<file path="src/rtl/iic_ctrl_module.sv">
// Host-command sequencer for an IIC EEPROM byte core: one command in flight, response strobe one cycle after Done_Sig.
// Cmd_Ready only in IDLE (no queueing); responses have no backpressure; hung transfers time out and pulse the core reset.
module iic_ctrl_module #(
  parameter logic [23:0] TIMEOUT    = 24'd1_000_000,
  parameter logic [23:0] TWR_CYCLES = 24'd250_000,
  parameter logic [2:0]  RST_PULSE  = 3'd4
) (
  input  logic       CLK,
  input  logic       RSTn,
  input  logic       Cmd_Valid,
  output logic       Cmd_Ready,
  input  logic       Cmd_Rw,
  input  logic [7:0] Cmd_Addr,
  input  logic [7:0] Cmd_Data,
  output logic       Rsp_Valid,
  output logic [7:0] Rsp_Data,
  output logic       Rsp_Err,
  output logic [1:0] Start_Sig,
  output logic [7:0] Addr_Sig,
  output logic [7:0] WrData,
  input  logic [7:0] RdData,
  input  logic       Done_Sig,
  output logic       Core_RSTn
);

  typedef enum logic [1:0] {
    IDLE   = 2'd0,
    ISSUE  = 2'd1,
    WRWAIT = 2'd2,
    ABORT  = 2'd3
  } state_t;

  localparam logic [23:0] RST_PULSE_W = {21'd0, RST_PULSE};

  state_t      state_q, state_d;
  logic [23:0] cnt_q, cnt_d;
  logic        rw_q, rw_d;
  logic [1:0]  start_q, start_d;
  logic [7:0]  addr_q, addr_d;
  logic [7:0]  wdat_q, wdat_d;
  logic        rsp_vld_q, rsp_vld_d;
  logic [7:0]  rsp_dat_q, rsp_dat_d;
  logic        rsp_err_q, rsp_err_d;
  logic        rdy_q, rdy_d;
  logic        pulse_q, pulse_d;

  always_comb begin
    state_d   = state_q;
    cnt_d     = cnt_q;
    rw_d      = rw_q;
    start_d   = start_q;
    addr_d    = addr_q;
    wdat_d    = wdat_q;
    rsp_vld_d = 1'b0;
    rsp_dat_d = rsp_dat_q;
    rsp_err_d = rsp_err_q;
    pulse_d   = pulse_q;

    case (state_q)
      IDLE: begin
        if (Cmd_Valid && rdy_q) begin
          addr_d  = Cmd_Addr;
          wdat_d  = Cmd_Rw ? 8'h00 : Cmd_Data;
          rw_d    = Cmd_Rw;
          start_d = Cmd_Rw ? 2'b10 : 2'b01;
          cnt_d   = 24'd0;
          state_d = ISSUE;
        end
      end

      ISSUE: begin
        cnt_d = cnt_q + 24'd1;
        // Done_Sig takes priority over a timeout landing on the same cycle.
        if (Done_Sig) begin
          start_d   = 2'b00;
          rsp_dat_d = rw_q ? RdData : 8'h00;
          rsp_err_d = 1'b0;
          rsp_vld_d = 1'b1;
          cnt_d     = 24'd0;
          state_d   = (!rw_q && (TWR_CYCLES != 24'd0)) ? WRWAIT : IDLE;
        end else if (cnt_q == TIMEOUT - 24'd1) begin
          start_d = 2'b00;
          pulse_d = 1'b0;
          cnt_d   = 24'd0;
          state_d = ABORT;
        end
      end

      WRWAIT: begin
        if (cnt_q == TWR_CYCLES - 24'd1) begin
          cnt_d   = 24'd0;
          state_d = IDLE;
        end else begin
          cnt_d = cnt_q + 24'd1;
        end
      end

      ABORT: begin
        // Core reset held for RST_PULSE cycles, error response the cycle
        // after release, then one more cycle before accepting again.
        cnt_d = cnt_q + 24'd1;
        if (cnt_q == RST_PULSE_W - 24'd1) begin
          pulse_d = 1'b1;
        end
        if (cnt_q == RST_PULSE_W) begin
          rsp_vld_d = 1'b1;
          rsp_err_d = 1'b1;
          rsp_dat_d = 8'h00;
        end
        if (cnt_q == RST_PULSE_W + 24'd1) begin
          cnt_d   = 24'd0;
          state_d = IDLE;
        end
      end

      default: begin
        state_d = IDLE;
      end
    endcase

    rdy_d = (state_d == IDLE);
  end

  always_ff @(posedge CLK or negedge RSTn) begin
    if (!RSTn) begin
      state_q   <= IDLE;
      cnt_q     <= 24'd0;
      rw_q      <= 1'b0;
      start_q   <= 2'b00;
      addr_q    <= 8'h00;
      wdat_q    <= 8'h00;
      rsp_vld_q <= 1'b0;
      rsp_dat_q <= 8'h00;
      rsp_err_q <= 1'b0;
      rdy_q     <= 1'b0;
      pulse_q   <= 1'b1;
    end else begin
      state_q   <= state_d;
      cnt_q     <= cnt_d;
      rw_q      <= rw_d;
      start_q   <= start_d;
      addr_q    <= addr_d;
      wdat_q    <= wdat_d;
      rsp_vld_q <= rsp_vld_d;
      rsp_dat_q <= rsp_dat_d;
      rsp_err_q <= rsp_err_d;
      rdy_q     <= rdy_d;
      pulse_q   <= pulse_d;
    end
  end

  assign Cmd_Ready = rdy_q;
  assign Rsp_Valid = rsp_vld_q;
  assign Rsp_Data  = rsp_dat_q;
  assign Rsp_Err   = rsp_err_q;
  assign Start_Sig = start_q;
  assign Addr_Sig  = addr_q;
  assign WrData    = wdat_q;
  assign Core_RSTn = RSTn & pulse_q;

endmodule

</file>
<file path="config.mk">
export PLATFORM = sky130hd
export DESIGN_NAME = iic_ctrl_module
export DESIGN_NICKNAME = d
export VERILOG_FILES = /design/src/rtl/iic_ctrl_module.sv
export SDC_FILE = /design/constraint.sdc
export NUM_CORES = 1
export LEC_CHECK = 0
export ABC_AREA = 1
export ABC_CLOCK_PERIOD_IN_PS = 2300
export CORE_MARGIN = 3
export CORE_UTILIZATION = 40
export CTS_BUF_LIST = sky130_fd_sc_hd__clkbuf_8
export DETAILED_ROUTE_END_ITERATION = 10
export GPL_TIMING_DRIVEN = 0
export PLACE_DENSITY = 0.61
export SLEW_MARGIN = 20
export SYNTH_ARGS = -nofsm -noshare
export SYNTH_HDL_FRONTEND = slang
export SYNTH_SLANG_ARGS = --single-unit
</file>
<file path="constraint.sdc">
create_clock -name CLK -period 2.3 [get_ports CLK]
set_clock_uncertainty 0.2 [all_clocks]
set_input_delay 0.46 -clock CLK [delete_from_list [all_inputs] [get_ports CLK]]
set_output_delay 0.46 -clock CLK [all_outputs]
set_load 0.1 [all_outputs]
</file>
==> results of run 1 <==
cell families (layout without fill, tap and decap cells):
group,count (synthesis),after routing,synth area share (%)
simple gates,301,301,39.60
buf+inv,59,136,7.716
flops,57,57,44.69
compound gates,15,15,3.525
xor+xnor,12,12,3.290
fa+ha+maj,3,3,1.175
through the flow:
stage | worst slack (ps) | setup TNS [ps] | hold WS, ps | power (W)
5_1_grt | 24.81 | 0 | 298.7 | 0.002177
3_3_place_gp | -2690 | -80350 | 254.8 | 0.001093
4_1_cts | 58.13 | 0 | 276.1 | 0.002129
6_report | 80.98 | 0 | 272.5 | 0.002100
2_1_floorplan | 75.05 | 0 | -35.59 | 0.001023
3_5_place_dp | -395.6 | -422.7 | 162.7 | 0.001097
registers in the layout, indices dropped and copies added, names as in the netlist:
name       flops
Rsp_Valid      1
WrData         8
Cmd_Ready      1
pulse_q        1
Addr_Sig       8
state_q        2
rw_q           1
Start_Sig      2
cnt_q         24
Rsp_Err        1
Rsp_Data       8
what timing repair did:
action                                 in CTS  in global routing
gates resized for setup                    32                  2
endpoints found under the hold margin      18                  0
gates cloned                                0                  0
hold buffers                                2                  0
setup endpoints to repair                  30                 21
setup buffers                               0                  0
layer usage:
layer | track usage, % | vias up | wire (um) | share of wire (%)
li1 | - | 1531 | - | -
met1 | 27.13 | 1327 | 3798 | 47
met2 | 28.57 | 72 | 3677 | 45
met3 | 4.025 | 12 | 503 | 6.2
met4 | 7.212 | 0 | 105 | 1.3
met5 | 0 | - | 0 | 0
worst max-delay path by stage:
stage,endpoint,startpoint,cells after the start
2_1_floorplan,Cmd_Ready,Cmd_Ready,6
3_3_place_gp,Core_RSTn,RSTn,4
3_5_place_dp,Core_RSTn,RSTn,4
4_1_cts,WrData[1],WrData[1],1
5_1_grt,WrData[5],WrData[5],1
6_report,WrData[1],WrData[1],1
cells in the mapped netlist:
master | number | area, um2
a21oi_1 | 2 | 10.01
a22o_1 | 8 | 70.07
buf_1 | 1 | 3.750
buf_2 | 5 | 25.02
buf_4 | 1 | 7.510
buf_6 | 2 | 22.52
clkbuf_1 | 3 | 11.26
dfrtp_1 | 56 | 1401
dfstp_2 | 1 | 26.28
ha_1 | 3 | 37.54
inv_1 | 43 | 161.4
inv_2 | 4 | 15.01
nand2_1 | 186 | 698.2
nand2_2 | 2 | 12.51
nand3_1 | 33 | 165.2
nand3_2 | 1 | 10.01
nand3_4 | 1 | 17.52
nand3b_1 | 1 | 7.510
nand4_1 | 11 | 68.82
nor2_1 | 56 | 210.2
nor2_2 | 5 | 31.28
nor2_4 | 1 | 11.26
nor3_1 | 2 | 10.01
nor3_4 | 1 | 16.27
o211ai_1 | 1 | 7.510
o21ai_0 | 2 | 10.01
o21bai_1 | 2 | 15.01
or2_1 | 1 | 6.260
xnor2_1 | 1 | 8.760
xor2_1 | 11 | 96.34
final cells by class:
type                    count  area (um2)
plain buffers              12       70.07
clock buffers               9       123.9
clock inverters             7       87.58
fillers                   753        3368
inverters                  47       176.4
multi-input cells         331        1525
flip-flops and latches     57        1428
well taps                  99       123.9
repair buffers             61       583.1
power by group through the flow:
stage	clock network [W]	logic (W)	registers (W)
detailed placement	0	0.0000755	0.00102
floorplan	0	0.00000131	0.00102
global route	0.00109	0.0000860	0.00100
global placement	0	0.0000719	0.00102
finish	0.00102	0.0000782	0.00100
CTS	0.00105	0.0000805	0.00100
==> flow_metrics.py, run 1 <==
metrics = {
    "status": {
        "status": "finished, final reports clean",
    },
    "drt": {
        "vias": 2942,
        "via_per_inst": 4.722,
        "wire_per_inst_um": 12.98,
        "drt.antenna.violating_nets": 0,
        "dr.pass1.iters": 4,
        "drt_wl_total_um": 8085,
        "drc_errors": 0,
        "dr.first_iter.drc_count": 154,
    },
    "clocking": {
        "cts_buffers": 9,
        "cts_buffer_depth": 2,
        "tritoncts": "done",
        "cts-htree-levels": 3,
        "cts-root-buf": "clkbuf_8",
        "clk_pin_slew_ps": 70,
        "clk_latency_ps": 340,
        "cts.sinks": 57,
    },
    "setup_path": {
        "critPathBufInv": 1,
        "arrival_ps": 1560,
        "critPathKind": "register to output port",
        "crit_family": "buffers and inverters",
        "ff2ff_setup_slack_ps": 250,
        "slowest_stage": "dlygate4sd2_1",
        "crit_required_ps": 1640,
        "end_kind": "output port",
        "crit_chain": "dlygate4sd2_1",
        "rr_worst_depth": 9,
        "critPathMaxStageDelay_ps": 870,
        "timing.rr.end": "cnt_q[16]",
        "r2r-start": "cnt_q[0]",
        "startpoint_type": "register",
        "path_max_fanout": 2,
    },
    "cells_and_area": {
        "final_common_cell": "nand2_1",
        "most-common-layout-cells": "186 x nand2_1, 56 x dfrtp_1, 55 x nor2_1, 45 x inv_1, 33 x nand3_1",
        "post-route-util_pct": 55.01,
        "layout.nets": 551,
        "final_cell_area_mm2": 0.004118,
        "areaGrowthSynthToFinish_pct": 28.91,
        "n_antenna_cell": 0,
        "fin_cells": 623,
        "drive_above_1_share_pct": 8.206,
    },
    "power": {
        "seq_power_share_pct": 47.7,
        "p_int_w": 0.001649,
        "power_frac_comb_pct": 3.7,
        "peakVddDrop_mv": 0.2350,
        "p_leak_nw": 2.257,
        "clockPowerShare_pct": 48.5,
        "power.density_mw_per_mm2": 509.9,
        "p_switching_w": 0.0004507,
        "p_sw_share_pct": 21.47,
    },
    "floorplanning": {
        "dieArea_mm2": 0.009094,
        "io_pins": 59,
        "core-area_mm2": 0.007486,
        "fp.dieH_um": 95.37,
        "start_util_pct": 42.67,
        "row_count": 31,
        "die_w_um": 95.37,
    },
    "place": {
        "port_buffers": 58,
        "gp_congestion": 0.8478,
        "place_area_mm2": 0.003916,
        "dp.cells": 605,
        "place_hpwl_um": 5798,
    },
    "logic_synthesis": {
        "ys_seq_elements": 57,
        "yosys_warnings": 0,
        "yosysSeqAreaShare_pct": 44.69,
        "ys_types": 30,
        "synth_cells": 447,
        "synth_area_mm2": 0.003194,
        "synth_nets": 479,
        "avgSynthCellArea_um2": 7.146,
    },
    "timing": {
        "max_clock_freq_ghz": 0.4506,
        "drv_slew": 0,
        "post-route-period-util_pct": 96.48,
        "maxSlewHeadroom_pct": 35.05,
        "min_period_ps": 2219,
        "rsz0062_at_grt": "false",
        "tightestPinTransition_ps": 978.1,
        "setup_viol_count_final": 0,
        "hold_violations": 0,
    },
    "worst_hold_path": {
        "min_from": "Addr_Sig[2]",
        "hold_depth": 2,
        "hold_class": "register to register",
        "worstHoldEndpoint": "Addr_Sig[2]",
    },
    "grt": {
        "first_global_vias": 2838,
        "grt_max_degree": 39,
        "grt_usage_pct": 19.13,
        "antenna_found_initial": 0,
        "grt_first_pass_wirelength_um": 13430,
        "grt_overflow": 0,
    },
    "run": {
        "maxCapViolCount": 0,
    },
}
(Power assumes the default switching activity.)
==> run 2, diff against run 1 <==
--- a/config.mk
+++ b/config.mk
@@ -11,8 +11,9 @@
 export CORE_UTILIZATION = 40
 export CTS_BUF_LIST = sky130_fd_sc_hd__clkbuf_8
 export DETAILED_ROUTE_END_ITERATION = 10
+export DONT_BUFFER_PORTS = 1
 export GPL_TIMING_DRIVEN = 0
-export PLACE_DENSITY = 0.61
+export PLACE_DENSITY = 0.51
 export SLEW_MARGIN = 20
 export SYNTH_ARGS = -nofsm -noshare
 export SYNTH_HDL_FRONTEND = slang
==> run 2 against run 1 <==
Via count is 7.1% lower. Final cell count is 9.5% lower. Clock-buffer cell count is 3 higher. Routed wire length is 4.5% lower.
==> flow_metrics.py, run 2 (synthesized netlist as in run 1, its figures left out) <==
metrics = {
    "status": {
        "status": "finished, final reports clean",
    },
    "place": {
        "port_buffers": 0,
        "place_hpwl_um": 5432,
        "dp.cells": 546,
        "gp_congestion": 0.8574,
    },
    "cells_and_area": {
        "largest_reg_flops": 24,
        "final_common_cell": "nand2_1",
        "fin_cells": 564,
        "areaGrowthSynthToFinish_pct": 12.53,
        "n_antenna_cell": 0,
        "drive_above_1_share_pct": 8.817,
        "most-common-layout-cells": "186 x nand2_1, 56 x nor2_1, 55 x dfrtp_1, 45 x inv_1, 33 x nand3_1",
        "layout.nets": 492,
        "regMostFlops": "cnt_q",
    },
    "drt": {
        "via_per_inst": 4.848,
        "drt.antenna.violating_nets": 0,
        "wire_per_inst_um": 13.69,
        "drt_wl_total_um": 7720,
        "dr.pass1.iters": 4,
        "drc_errors": 0,
        "dr.first_iter.drc_count": 118,
        "vias": 2734,
    },
    "setup_path": {
        "critPathMaxStageDelay_ps": 600,
        "path_max_fanout": 2,
        "crit_chain": "nand2_1, inv_1",
        "critPathKind": "register to output port",
        "end_kind": "output port",
        "startpoint_type": "register",
        "crit_required_ps": 1640,
        "arrival_ps": 1520,
        "slowest_stage": "inv_1",
        "crit_family": "buffers and inverters",
        "critPathBufInv": 1,
    },
    "clocking": {
        "cts_buffers": 9,
        "cts.sinks": 57,
        "postCtsSetupBuffers": 0,
        "clk_pin_slew_ps": 70,
        "tritoncts": "done",
        "cts-root-buf": "clkbuf_8",
        "clk_latency_ps": 350,
        "cts-htree-levels": 3,
        "cts_buffer_depth": 2,
    },
    "timing": {
        "timing.hold.ws_ps": 34.00,
        "drv_slew": 0,
        "max_clock_freq_ghz": 0.4581,
        "setup_tns_ps": 0,
        "rsz0062_at_grt": "false",
        "post-route-period-util_pct": 94.91,
        "min_period_ps": 2183,
        "maxSlewHeadroom_pct": 38.86,
        "hold_violations": 0,
        "tightestPinTransition_ps": 917.0,
        "setup_viol_count_final": 0,
    },
    "worst_hold_path": {
        "hold_class": "input pin to register",
    },
    "power": {
        "power_frac_comb_pct": 1.3,
        "p_int_w": 0.001701,
        "seq_power_share_pct": 46.5,
        "p_switching_w": 0.0004533,
        "power.density_mw_per_mm2": 599.2,
        "p_leak_nw": 1.924,
        "peakVddDrop_mv": 0.3251,
        "clockPowerShare_pct": 52.2,
        "p_sw_share_pct": 21.05,
    },
    "floorplanning": {
        "core-area_mm2": 0.007486,
        "start_util_pct": 42.67,
        "die_w_um": 95.37,
        "row_count": 31,
        "fp.dieH_um": 95.37,
        "io_pins": 59,
        "dieArea_mm2": 0.009094,
    },
    "grt": {
        "antenna_found_initial": 0,
        "grt_util_met2_pct": 27.99,
        "grt_first_pass_wirelength_um": 13110,
        "grtUsageMet1_pct": 26.92,
        "busiest_layer": "met2",
        "grt_usage_pct": 19.11,
        "grt_max_degree": 58,
        "grt_overflow": 0,
        "first_global_vias": 2645,
        "met3_usage_pct": 4.972,
    },
    "run": {
        "maxCapViolCount": 0,
    },
}
[run 2: cell count changes in the layout (fill, tap and decap cells not counted), moves of 2 or more]
cell             change
clkinvlp_4           -2
clkdlybuf4s50_1     -27
clkbuf_8             +3
dlygate4sd2_1       -29
[run 2: what timing repair did]
item                                   CTS  global route
resized for setup                        1             2
hold buffers                             2             0
setup endpoints to repair               20            22
endpoints found under the hold margin   57             0
[run 2: cell type report]
class | count | area [um2]
plain buffers | 12 | 70.07
clock buffers | 12 | 165.2
clock inverters | 4 | 67.56
fillers | 755 | 3891
inverters | 47 | 176.4
multi-input cells | 331 | 1523
flip-flops and latches | 57 | 1431
well taps | 99 | 123.9
repair buffers | 2 | 37.54
[run 2: layer usage]
metal | up-vias | wire length (um)
li1 | 1411 | -
met1 | 1251 | 3700
met2 | 60 | 3402
met3 | 12 | 487
met4 | 0 | 129
met5 | - | 0
[run 2: worst paths after layout]
check                            start          end  slack, ps  cells past startpoint
max                            pulse_q    Core_RSTn        120                      2
min                        Cmd_Addr[1]  Addr_Sig[1]         30                      2
max reg2reg                   cnt_q[0]    cnt_q[19]        230                     11
min reg2reg                    pulse_q      pulse_q        320                      2
max in group asynchronous         RSTn      pulse_q       1150                      2
min in group asynchronous         RSTn    cnt_q[23]        460                      2
[run 2: per-stage QoR]
step / area (um2) / setup WS (ps) / power [W] / utilization, %
finish: 3595 / 117.0 / 0.002154 / 48.02
global route: 3595 / 25.46 / 0.002234 / 48.02
CTS: 3590 / 91.39 / 0.002183 / 47.95
detailed placement: 3318 / -205.6 / 0.001023 / 44.33
global placement: 3318 / -200.9 / 0.001023 / 44.33
floorplan: 3194 / 75.05 / 0.001023 / -
[run 2: worst reg2reg max path, cell delays in order, from the launching register on]
cell and delay [ps]:
dfrtp_1 430, ha_2 300, nand2_1 90, nor2_1 90, nand2_1 130, nor2_1 110, nand3_1 110, nand2_2 110
nand3_4 100, buf_6 170, nand2_1 60, nand2_1 50
[run 2: power groups by stage]
stage | logic (W) | clock network, W | registers (W)
after global routing | 0.0000330 | 0.00120 | 0.00100
after detailed placement | 0.00000162 | 0 | 0.00102
after global placement | 0.00000172 | 0 | 0.00102
after CTS | 0.0000304 | 0.00115 | 0.00100
final | 0.0000282 | 0.00112 | 0.00100
after floorplan | 0.00000131 | 0 | 0.00102
==> run 3, diff against run 2 <==
--- a/config.mk
+++ b/config.mk
@@ -8,12 +8,12 @@
 export ABC_AREA = 1
 export ABC_CLOCK_PERIOD_IN_PS = 2300
 export CORE_MARGIN = 3
-export CORE_UTILIZATION = 40
+export CORE_UTILIZATION = 55
 export CTS_BUF_LIST = sky130_fd_sc_hd__clkbuf_8
 export DETAILED_ROUTE_END_ITERATION = 10
 export DONT_BUFFER_PORTS = 1
 export GPL_TIMING_DRIVEN = 0
-export PLACE_DENSITY = 0.51
+export PLACE_DENSITY = 0.67
 export SLEW_MARGIN = 20
 export SYNTH_ARGS = -nofsm -noshare
 export SYNTH_HDL_FRONTEND = slang
==> run 3 against run 2 <==
Utilization rose by 15 points. Combinational power is 1% lower. Non-clock buffer count is the same. Setup slack gained 5.3 ps. Clock-buffer cell count decreased by 2. Critical path type unchanged. Largest cell class unchanged.
==> flow_metrics.py, run 3 (synthesized netlist as in run 1, its figures left out) <==
metrics = {
    "clocking": {
        "tritoncts": "done",
        "cts_buffers": 9,
        "cts-htree-levels": 3,
        "cts_buffer_depth": 2,
        "cts-root-buf": "clkbuf_8",
        "cts.sinks": 57,
        "clk_latency_ps": 340,
        "clk_pin_slew_ps": 70,
    },
    "power": {
        "power.density_mw_per_mm2": 557.4,
        "seq_power_share_pct": 51.1,
        "clockPowerShare_pct": 47.5,
        "p_int_w": 0.001530,
        "p_sw_share_pct": 22.01,
        "power_frac_comb_pct": 1.4,
        "p_leak_nw": 1.899,
        "p_switching_w": 0.0004319,
        "peakVddDrop_mv": 0.3976,
    },
    "timing": {
        "setup_tns_ps": 0,
        "post-route-period-util_pct": 94.69,
        "maxSlewHeadroom_pct": 38.96,
        "setup_viol_count_final": 0,
        "tightestPinTransition_ps": 915.6,
        "drv_slew": 0,
        "hold_violations": 0,
        "min_period_ps": 2178,
        "max_clock_freq_ghz": 0.4592,
        "rsz0062_at_grt": "false",
    },
    "floorplanning": {
        "start_util_pct": 57.31,
        "core-area_mm2": 0.005574,
        "dieArea_mm2": 0.006758,
        "die_w_um": 82.21,
        "fp.dieH_um": 82.21,
        "io_pins": 59,
        "row_count": 27,
    },
    "drt": {
        "wire_per_inst_um": 13.31,
        "dr.first_iter.drc_count": 159,
        "via_per_inst": 5.106,
        "drt_wl_total_um": 7150,
        "vias": 2742,
        "dr.pass1.iters": 4,
        "drt.antenna.violating_nets": 0,
        "drc_errors": 0,
    },
    "cells_and_area": {
        "most-common-layout-cells": "186 x nand2_1, 56 x nor2_1, 55 x dfrtp_1, 44 x inv_1, 33 x nand3_1",
        "fillers": 531,
        "n_antenna_cell": 0,
        "ff_latch_area_mm2": 0.001429,
        "post-route-util_pct": 63.14,
        "multi_input_area_mm2": 0.001520,
        "largest_reg_flops": 24,
        "regMostFlops": "cnt_q",
        "layout.nets": 492,
        "areaGrowthSynthToFinish_pct": 10.18,
        "final_common_cell": "nand2_1",
        "drive_above_1_share_pct": 8.817,
    },
    "place": {
        "port_buffers": 0,
        "place_hpwl_um": 4961,
        "gp_congestion": 0.8993,
    },
    "setup_path": {
        "ff2ff_setup_slack_ps": 170,
        "startpoint_type": "register",
        "arrival_ps": 1520,
        "path_max_fanout": 2,
        "crit_required_ps": 1640,
        "critPathKind": "register to output port",
        "end_kind": "output port",
    },
    "grt": {
        "grt_max_degree": 58,
        "grt_first_pass_wirelength_um": 11620,
        "first_global_vias": 2538,
        "grt_overflow": 0,
        "grt_usage_pct": 22.75,
        "antenna_found_initial": 0,
    },
    "run": {
        "maxCapViolCount": 0,
    },
    "worst_hold_path": {
        "hold_class": "input pin to register",
    },
    "status": {
        "status": "finished, final reports clean",
    },
}
run 3: changes by cell type in the layout (fill, tap and decap cells not counted):
cell,delta
clkbuf_8,-2
clkinvlp_4,+2
bufinv_16,-1
clkinv_2,+2
inv_1,-1
dfrtp_4,-1
dfrtp_2,+1
ha_2,-1
ha_1,+1
run 3: repair_timing:
item | 4_1_cts | 5_1_grt
setup buffers | 0 | 0
endpoints found under the hold margin | 57 | 0
resized for setup | 1 | 0
hold buffers | 2 | 0
setup endpoints to repair | 20 | 0
run 3: worst max-delay path: stages, from the launching register on:
cell,delay [ps]
dfstp_2,530
nand2_1,40
inv_1,610
run 3: worst paths after layout:
path / startpoint / depth (start not counted) / to
setup / recovery: pulse_q / 2 / Core_RSTn
hold / removal: Cmd_Addr[7] / 2 / Addr_Sig[7]
setup reg to reg: Cmd_Ready / 6 / Cmd_Ready
hold reg to reg: pulse_q / 2 / pulse_q
max in group asynchronous: RSTn / 2 / pulse_q
min in group asynchronous: RSTn / 2 / Rsp_Data[0]
run 3: power by group through the flow:
stage / sequential (W) / combinational, W / clock [W]
3_3_place_gp: 0.00102 / 0.00000162 / 0
4_1_cts: 0.00100 / 0.0000293 / 0.000950
2_1_floorplan: 0.00102 / 0.00000131 / 0
3_5_place_dp: 0.00102 / 0.00000158 / 0
6_report: 0.00100 / 0.0000278 / 0.000932
5_1_grt: 0.00100 / 0.0000320 / 0.000990
run 3: stage by stage:
step / cell area [um2] / power (W) / hold slack, ps / setup slack (ps) / std cells
6_report: 3520 / 0.001962 / 29.96 / 122.2 / 537
5_1_grt: 3520 / 0.002024 / 31.37 / 20.05 / 537
4_1_cts: 3520 / 0.001981 / 16.46 / 107.0 / 537
3_5_place_dp: 3284 / 0.001023 / -34.33 / -161.1 / 519
3_3_place_gp: 3284 / 0.001023 / -34.17 / -155.2 / 519
2_1_floorplan: 3194 / 0.001023 / -35.59 / 75.05 / 447
run 3: layout make-up:
cell class | count | share of cell area [%]
plain buffers | 12 | 1.991
clock inverters | 6 | 1.671
well taps | 72 | 2.560
repair buffers | 2 | 1.066
multi-input cells | 331 | 43.19
flip-flops and latches | 57 | 40.60
clock buffers | 10 | 3.910
inverters | 47 | 5.012
run 3: metal layers:
metal	wire, um	GRT usage, %	vias up
met5	0	0	-
met4	143	10.63	0
met3	407	4.881	11
met2	3129	33.89	71
met1	3470	31.44	1244
li1	-	-	1416
